$ cat src/rtl/audio_avg_filter_pkg.sv
// Shared types and defaults for the stereo moving-average filter.
package audio_pkg;

    typedef enum logic [2:0] {
        IDLE,
        RD,
        ACC,
        WAIT,
        WR
    } state_t;

    localparam int unsigned DEFAULT_WIDTH      = 24;
    localparam int unsigned DEFAULT_LOG2_DEPTH = 3;

    // The running sum of 2^log2_depth samples needs log2_depth guard bits.
    function automatic int unsigned acc_width(input int unsigned width,
                                              input int unsigned log2_depth);
        return width + log2_depth;
    endfunction

endpackage

$ cat src/rtl/audio_avg_filter_if.sv
// Codec read/write handshake between the filter (master) and the audio codec (slave).
interface audio_avg_filter_if #(
    parameter int unsigned WIDTH = audio_pkg::DEFAULT_WIDTH
);

    logic             bypass;
    logic             read_ready;
    logic [WIDTH-1:0] readdata_left;
    logic [WIDTH-1:0] readdata_right;
    logic             read;
    logic             write_ready;
    logic [WIDTH-1:0] writedata_left;
    logic [WIDTH-1:0] writedata_right;
    logic             write;

    modport master (
        input  bypass,
        input  read_ready,
        input  readdata_left,
        input  readdata_right,
        output read,
        input  write_ready,
        output writedata_left,
        output writedata_right,
        output write
    );

    modport slave (
        output bypass,
        output read_ready,
        output readdata_left,
        output readdata_right,
        input  read,
        output write_ready,
        input  writedata_left,
        input  writedata_right,
        input  write
    );

endinterface

$ cat src/rtl/audio_avg_filter_avg_channel.sv
// One channel of the moving average: circular history buffer, write pointer and running sum.
module avg_channel
    import audio_pkg::*;
#(
    parameter int unsigned WIDTH      = DEFAULT_WIDTH,
    parameter int unsigned LOG2_DEPTH = DEFAULT_LOG2_DEPTH
) (
    input  logic                    clk,
    input  logic                    rst,
    input  logic                    update,
    input  logic signed [WIDTH-1:0] sample_in,
    output logic signed [WIDTH-1:0] avg_out
);

    localparam int unsigned DEPTH = 1 << LOG2_DEPTH;
    localparam int unsigned AW    = acc_width(WIDTH, LOG2_DEPTH);

    logic signed [WIDTH-1:0]      hist [DEPTH];
    logic        [LOG2_DEPTH-1:0] ptr;
    logic signed [AW-1:0]         acc;
    logic signed [AW-1:0]         acc_next;
    logic signed [AW-1:0]         new_ext;
    logic signed [AW-1:0]         old_ext;

    assign new_ext  = {{LOG2_DEPTH{sample_in[WIDTH-1]}}, sample_in};
    assign old_ext  = {{LOG2_DEPTH{hist[ptr][WIDTH-1]}}, hist[ptr]};
    assign acc_next = acc + new_ext - old_ext;

    // Average of the sum that includes the incoming sample, so the parent can
    // register it in the same cycle the history is updated. Taking the upper
    // WIDTH bits equals an arithmetic shift right by LOG2_DEPTH (floor).
    assign avg_out = acc_next[LOG2_DEPTH +: WIDTH];

    always_ff @(posedge clk or posedge rst) begin
        if (rst) begin
            acc <= '0;
            ptr <= '0;
            for (int unsigned i = 0; i < DEPTH; i++) begin
                hist[i] <= '0;
            end
        end else if (update) begin
            acc       <= acc_next;
            hist[ptr] <= sample_in;
            ptr       <= ptr + LOG2_DEPTH'(1);
        end
    end

endmodule

$ cat src/rtl/audio_avg_filter.sv
// Stereo moving-average filter between the codec read and write ports, with raw bypass.
module audio_avg_filter
    import audio_pkg::*;
#(
    parameter int unsigned WIDTH      = DEFAULT_WIDTH,
    parameter int unsigned LOG2_DEPTH = DEFAULT_LOG2_DEPTH
) (
    input logic                CLOCK_50,
    input logic                reset,
    audio_avg_filter_if.master codec
);

    state_t                  state;
    logic [WIDTH-1:0]        cap_left;
    logic [WIDTH-1:0]        cap_right;
    logic                    bypass_cap;
    logic                    update;
    logic signed [WIDTH-1:0] avg_left;
    logic signed [WIDTH-1:0] avg_right;

    assign update = (state == ACC);

    avg_channel #(
        .WIDTH      (WIDTH),
        .LOG2_DEPTH (LOG2_DEPTH)
    ) u_left (
        .clk       (CLOCK_50),
        .rst       (reset),
        .update    (update),
        .sample_in (cap_left),
        .avg_out   (avg_left)
    );

    avg_channel #(
        .WIDTH      (WIDTH),
        .LOG2_DEPTH (LOG2_DEPTH)
    ) u_right (
        .clk       (CLOCK_50),
        .rst       (reset),
        .update    (update),
        .sample_in (cap_right),
        .avg_out   (avg_right)
    );

    // read/write are set on entry to RD/WR and cleared on exit, so each is a
    // registered single-cycle pulse aligned with its state.
    always_ff @(posedge CLOCK_50 or posedge reset) begin
        if (reset) begin
            state                 <= IDLE;
            codec.read            <= 1'b0;
            codec.write           <= 1'b0;
            codec.writedata_left  <= '0;
            codec.writedata_right <= '0;
            cap_left              <= '0;
            cap_right             <= '0;
            bypass_cap            <= 1'b0;
        end else begin
            case (state)
                IDLE: begin
                    if (codec.read_ready) begin
                        state      <= RD;
                        codec.read <= 1'b1;
                    end
                end
                RD: begin
                    codec.read <= 1'b0;
                    cap_left   <= codec.readdata_left;
                    cap_right  <= codec.readdata_right;
                    bypass_cap <= codec.bypass;
                    state      <= ACC;
                end
                ACC: begin
                    codec.writedata_left  <= bypass_cap ? cap_left  : avg_left;
                    codec.writedata_right <= bypass_cap ? cap_right : avg_right;
                    state                 <= WAIT;
                end
                WAIT: begin
                    if (codec.write_ready) begin
                        state       <= WR;
                        codec.write <= 1'b1;
                    end
                end
                WR: begin
                    codec.write <= 1'b0;
                    state       <= IDLE;
                end
                default: begin
                    state       <= IDLE;
                    codec.read  <= 1'b0;
                    codec.write <= 1'b0;
                end
            endcase
        end
    end

endmodule
$ cat src/flat_wrapper.sv
// flat-port wrapper written by rule: the top's interface ports become plain ports
module audio_avg_filter_flat import audio_pkg::*;
#(
    parameter int unsigned WIDTH      = DEFAULT_WIDTH,
    parameter int unsigned LOG2_DEPTH = DEFAULT_LOG2_DEPTH
)
  (CLOCK_50, reset, codec_bypass, codec_read_ready, codec_readdata_left, codec_readdata_right, codec_read, codec_write_ready, codec_writedata_left, codec_writedata_right, codec_write);
  audio_avg_filter_if #(.WIDTH(WIDTH)) codec_i ();
  input logic CLOCK_50;
  input logic reset;
  input wire logic [$bits(codec_i.bypass)-1:0] codec_bypass;
  input wire logic [$bits(codec_i.read_ready)-1:0] codec_read_ready;
  input wire logic [$bits(codec_i.readdata_left)-1:0] codec_readdata_left;
  input wire logic [$bits(codec_i.readdata_right)-1:0] codec_readdata_right;
  output wire logic [$bits(codec_i.read)-1:0] codec_read;
  input wire logic [$bits(codec_i.write_ready)-1:0] codec_write_ready;
  output wire logic [$bits(codec_i.writedata_left)-1:0] codec_writedata_left;
  output wire logic [$bits(codec_i.writedata_right)-1:0] codec_writedata_right;
  output wire logic [$bits(codec_i.write)-1:0] codec_write;
  assign codec_i.bypass = codec_bypass;
  assign codec_i.read_ready = codec_read_ready;
  assign codec_i.readdata_left = codec_readdata_left;
  assign codec_i.readdata_right = codec_readdata_right;
  assign codec_read = codec_i.read;
  assign codec_i.write_ready = codec_write_ready;
  assign codec_writedata_left = codec_i.writedata_left;
  assign codec_writedata_right = codec_i.writedata_right;
  assign codec_write = codec_i.write;
  audio_avg_filter #(.WIDTH(WIDTH), .LOG2_DEPTH(LOG2_DEPTH)) u_core (.CLOCK_50(CLOCK_50), .reset(reset), .codec(codec_i));
endmodule
$ cat config.mk
export PLATFORM = sky130hd
export DESIGN_NAME = audio_avg_filter_flat
export DESIGN_NICKNAME = d
export VERILOG_FILES = /design/src/rtl/audio_avg_filter_pkg.sv /design/src/rtl/audio_avg_filter_if.sv /design/src/rtl/audio_avg_filter_avg_channel.sv /design/src/rtl/audio_avg_filter.sv /design/src/flat_wrapper.sv
export SDC_FILE = /design/constraint.sdc
export NUM_CORES = 2
export LEC_CHECK = 0
export BUFFER_PORTS_ARGS = -buffer_cell sky130_fd_sc_hd__buf_2
export CORE_AREA = 2 2 226 228
export DETAILED_ROUTE_END_ITERATION = 10
export DIE_AREA = 0 0 228 230
export GPL_TIMING_DRIVEN = 0
export PLACE_DENSITY_LB_ADDON = 0.1
export SLEW_MARGIN = 20
export SYNTH_ARGS = -nofsm -noshare
export SYNTH_HDL_FRONTEND = slang
export SYNTH_HIERARCHICAL = 1
export SYNTH_SLANG_ARGS = --single-unit
export TNS_END_PERCENT = 100
$ cat constraint.sdc
create_clock -name CLOCK_50 -period 5.8 [get_ports CLOCK_50]
set_input_delay 0.29 -clock CLOCK_50 [delete_from_list [all_inputs] [get_ports CLOCK_50]]
set_output_delay 0.29 -clock CLOCK_50 [all_outputs]
set_load 0.005 [all_outputs]
==> metrics.md <==
| Metric | Value |
|---|---|
| Status | finished clean |
| Post-synth EDFFs | 0 |
| # clock sinks | 546 |
| Post-Syn Nets | 2556 |
| Post-synthesis register bit count | 546 |
| Worst skew pair latency | 0.62 ns |
| Post-synthesis sequential area ratio | 48.5% |
| Sequential Area | 13700 µm² |
| Hold EP | u_core/codec.read |
| Worst setup path category | flip-flop to flip-flop |
| Synth area leaders | dfrtp_1, mux2_2, mux4_2 |
| Worst slew pin tran | 1.13 ns |
| Crit end category | flip-flop |
| Critical Path RT | 6.29 ns |
| Initial Util | 56.5% |
| Syn Area/Cell | 11.8 µm² |
| Post-CTS setup buffer count | 0 |
| Reg2reg start | u_core/u_left/ptr[2] |
| Total of max-cap violations | 0 |
| Clock slew at reported path FFs | 0.06 ns |
| Fin cells | 3342 |
| PortBufs | 102 |
| GRT overflow | 0 |
| Min-delay src | codec_read_ready |
| CP Cell Sequence | clkbuf_1 -> buf_1 -> clkbuf_2 -> buf_2 -> mux2_2 -> ha_1 -> inv_1 -> ha_1 -> inv_1 -> fa_1 -> and2b_1 -> o2111ai_2 -> a2111oi_4 -> a211oi_4 -> o31ai_4 -> xnor2_1 -> buf_4 -> mux2i_1 -> a21oi_1 |
| Worst Hold Class | input port to flip-flop |
| CTS buffer count | 58 |
| Die Wd | 228 µm |
| Clock skew | 0.0168 ns |
| Fillers | 3910 |
| Ys Warns | 6 |
| DRC viols | 0 |
| Cell taking the most area after synthesis | dfrtp_1 |
| Initial antenna violation count | 0 |
| RSZ-0062 raised after global routing | false |
| Synth cell types | 74 |
| Final Hold Fails | 0 |
| Worst r2r path cells | 19 |
| Share of layout cells above drive strength 1 | 28.5% |
| Vias | 19.4k |
| First-pass GRT wire length | 119 mm |
| Die Y-Extent | 230 µm |
| Ant. Diodes | 0 |
| RR Endpoint | u_core/codec.writedata_left[23] |
| Worst path bufs/invs | 7 |
| I/O pin count | 103 |
| Core area | 49900 µm² |
| Async SR Flop Fraction | 100% |
| CTS tree | yes |
| Estimated wirelength of the detail-placed design | 53.0 mm |
| Vias per cell | 5.80 |
| R2R setup slack | 0.22 ns |
| Max Transition Viols Final | 0 |
| CTS max path bufs | 3 |
| Iteration-0 DRC Markers | 1354 |
| Rows | 82 |
| Routability congestion estimate from global placement | 0.922 |
| WP data arrival | 6.07 ns |
| Vias in the first global route | 20.8k |
| Slowest-stage cell, CP | a2111oi_4 |
| CP peak stage delay | 0.60 ns |
| H-tree depth reported by CTS | 2 |
| Final min period | 5.58 ns |
| DR WL/cell | 22.4 µm |
| Placed Cells | 3184 |
| Routed WL | 74.8 mm |
| Hold Path Cell Cnt | 3 |
| Fmax | 179 MHz |
| Largest net degree at the start of global routing | 57 |
| CP delay by family, top | buffers and inverters |
| Layout area overhead | 15.2% |
| Max Fanout on Critical Path | 10 |
| Top cell type's share of synthesized area | 48.5% |
| Synthesized netlist cell count | 2393 |
| Gr usage total | 29.3% |
| Ys flop type | dfrtp_1 |
| Rel. slew slack | 24.1% |
| Multi-input logic area | 12800 µm² |
| Worst setup SP type | flip-flop |
| Period Utilization, post-route | 96.2% |
| Post-layout nets | 2786 |
| Mapped Area | 28200 µm² |
| ANT nets after route | 0 |
| Setup Viol. Count Final | 0 |
| Root Buffer Master | clkbuf_16 |
| Initial DRT Pass Iterations | 6 |
| Die area | 52400 µm² |
==> cells in the final DEF (no fill, tap or decap), types with 12 or more instances in the layout <==
cell	Yosys	final
clkbuf_1	60	72
mux4_2	96	96
mux2_2	315	315
clkbuf_16	0	61
nand2_1	240	240
inv_1	211	208
fa_1	52	52
dfrtp_1	546	546
buf_12	0	14
xnor2_1	37	37
buf_4	53	54
dlygate4sd3_1	0	52
nand4_1	14	14
a21o_1	17	17
xor2_1	16	16
o21a_1	12	12
ha_1	58	58
clkbuf_8	2	16
buf_2	48	152
nor2_1	81	81
mux2i_1	54	54
a21oi_1	106	106
o21ai_0	224	223
==> synthesized netlist by cell type (52+ instances only) <==
cell type / instances
mux4_2: 96
a21oi_1: 106
o21ai_0: 224
buf_4: 53
mux2_2: 315
clkbuf_1: 60
fa_1: 52
mux2i_1: 54
ha_1: 58
inv_1: 211
nand2_1: 240
nor2_1: 81
dfrtp_1: 546
==> cells by family after synthesis <==
logic type	synth area share (%)
compound gates	8.47
xor+xnor	1.70
fa+ha+maj	6.27
buf+inv	6.21
flops	48.5
mux	22.7
simple gates	6.21
==> per-layer routing <==
metal,up-vias,GRT usage [%],wire length (µm)
li1,8716,-,-
met4,0,10.9,2650
met3,138,4.37,3640
met1,10000,36.7,30200
met5,-,0,0
met2,496,51.6,38300
==> final cells by class <==
cell class                      count  share of cell area, %
Sequential cell                   546                   42.1
Multi-Input combinational cell   1459                   39.4
Clock buffer                       93                   5.50
Timing Repair Buffer              171                   4.23
Buffer                            176                   2.99
Tap cell                          672                   2.59
Inverter                          211                   2.48
Clock inverter                     14                  0.709
==> state kept, by name (all words and copies together) (netlist names) <==
register and flops:
u_core/bypass_cap 1, u_core/state 3, u_core/codec.writedata_left 24, u_core/cap_right 24, u_core/u_right/ptr 3, u_core/u_right/acc 27, u_core/u_right/hist 192, u_core/u_left/hist 192
u_core/u_left/ptr 3, u_core/codec.write 1, u_core/codec.read 1, u_core/u_left/acc 27, u_core/codec.writedata_right 24, u_core/cap_left 24
==> worst min-delay path: stages <==
cell and delay (ns):
buf_2 0.10, a21oi_1 0.13, o31ai_1 0.07
==> per-stage QoR <==
stage          area (µm²)  TNS [ns]  util, %  setup slack, ns  hold slack [ns]
2_1_floorplan       28200         0        -             1.06            0.425
3_3_place_gp        29500    -0.563     59.3           -0.249            0.456
3_5_place_dp        29900     -1.14     60.0           -0.279            0.372
4_1_cts             32500         0     65.1           0.0204           0.0117
5_1_grt             32500         0     65.1           0.0124           0.0640
6_report            32500         0     65.1            0.218           0.0296
==> worst max-delay path by stage <==
stage | startpoint | to | slack [ns] | cells past startpoint
2_1_floorplan | u_core/u_left/ptr[0] | u_core/codec.writedata_left[23] | 1.06 | 16
3_3_place_gp | u_core/u_right/ptr[0] | u_core/codec.writedata_right[23] | -0.25 | 20
3_5_place_dp | u_core/u_right/ptr[0] | u_core/codec.writedata_right[23] | -0.28 | 20
4_1_cts | u_core/u_left/ptr[1] | u_core/codec.writedata_left[23] | 0.02 | 15
5_1_grt | u_core/u_left/ptr[2] | u_core/codec.writedata_left[23] | 0.01 | 19
6_report | u_core/u_left/ptr[2] | u_core/codec.writedata_left[23] | 0.22 | 19
==> timing repair <==
item                       4_1_cts  5_1_grt
resized for setup                7       13
hold buffers                    52        0
hold endpoints to repair       131        0
setup endpoints to repair       12       13
Power is left out: the tool's default activity adds up to more than one toggle a clock period on the data nets, which glitch-free logic cannot reach.
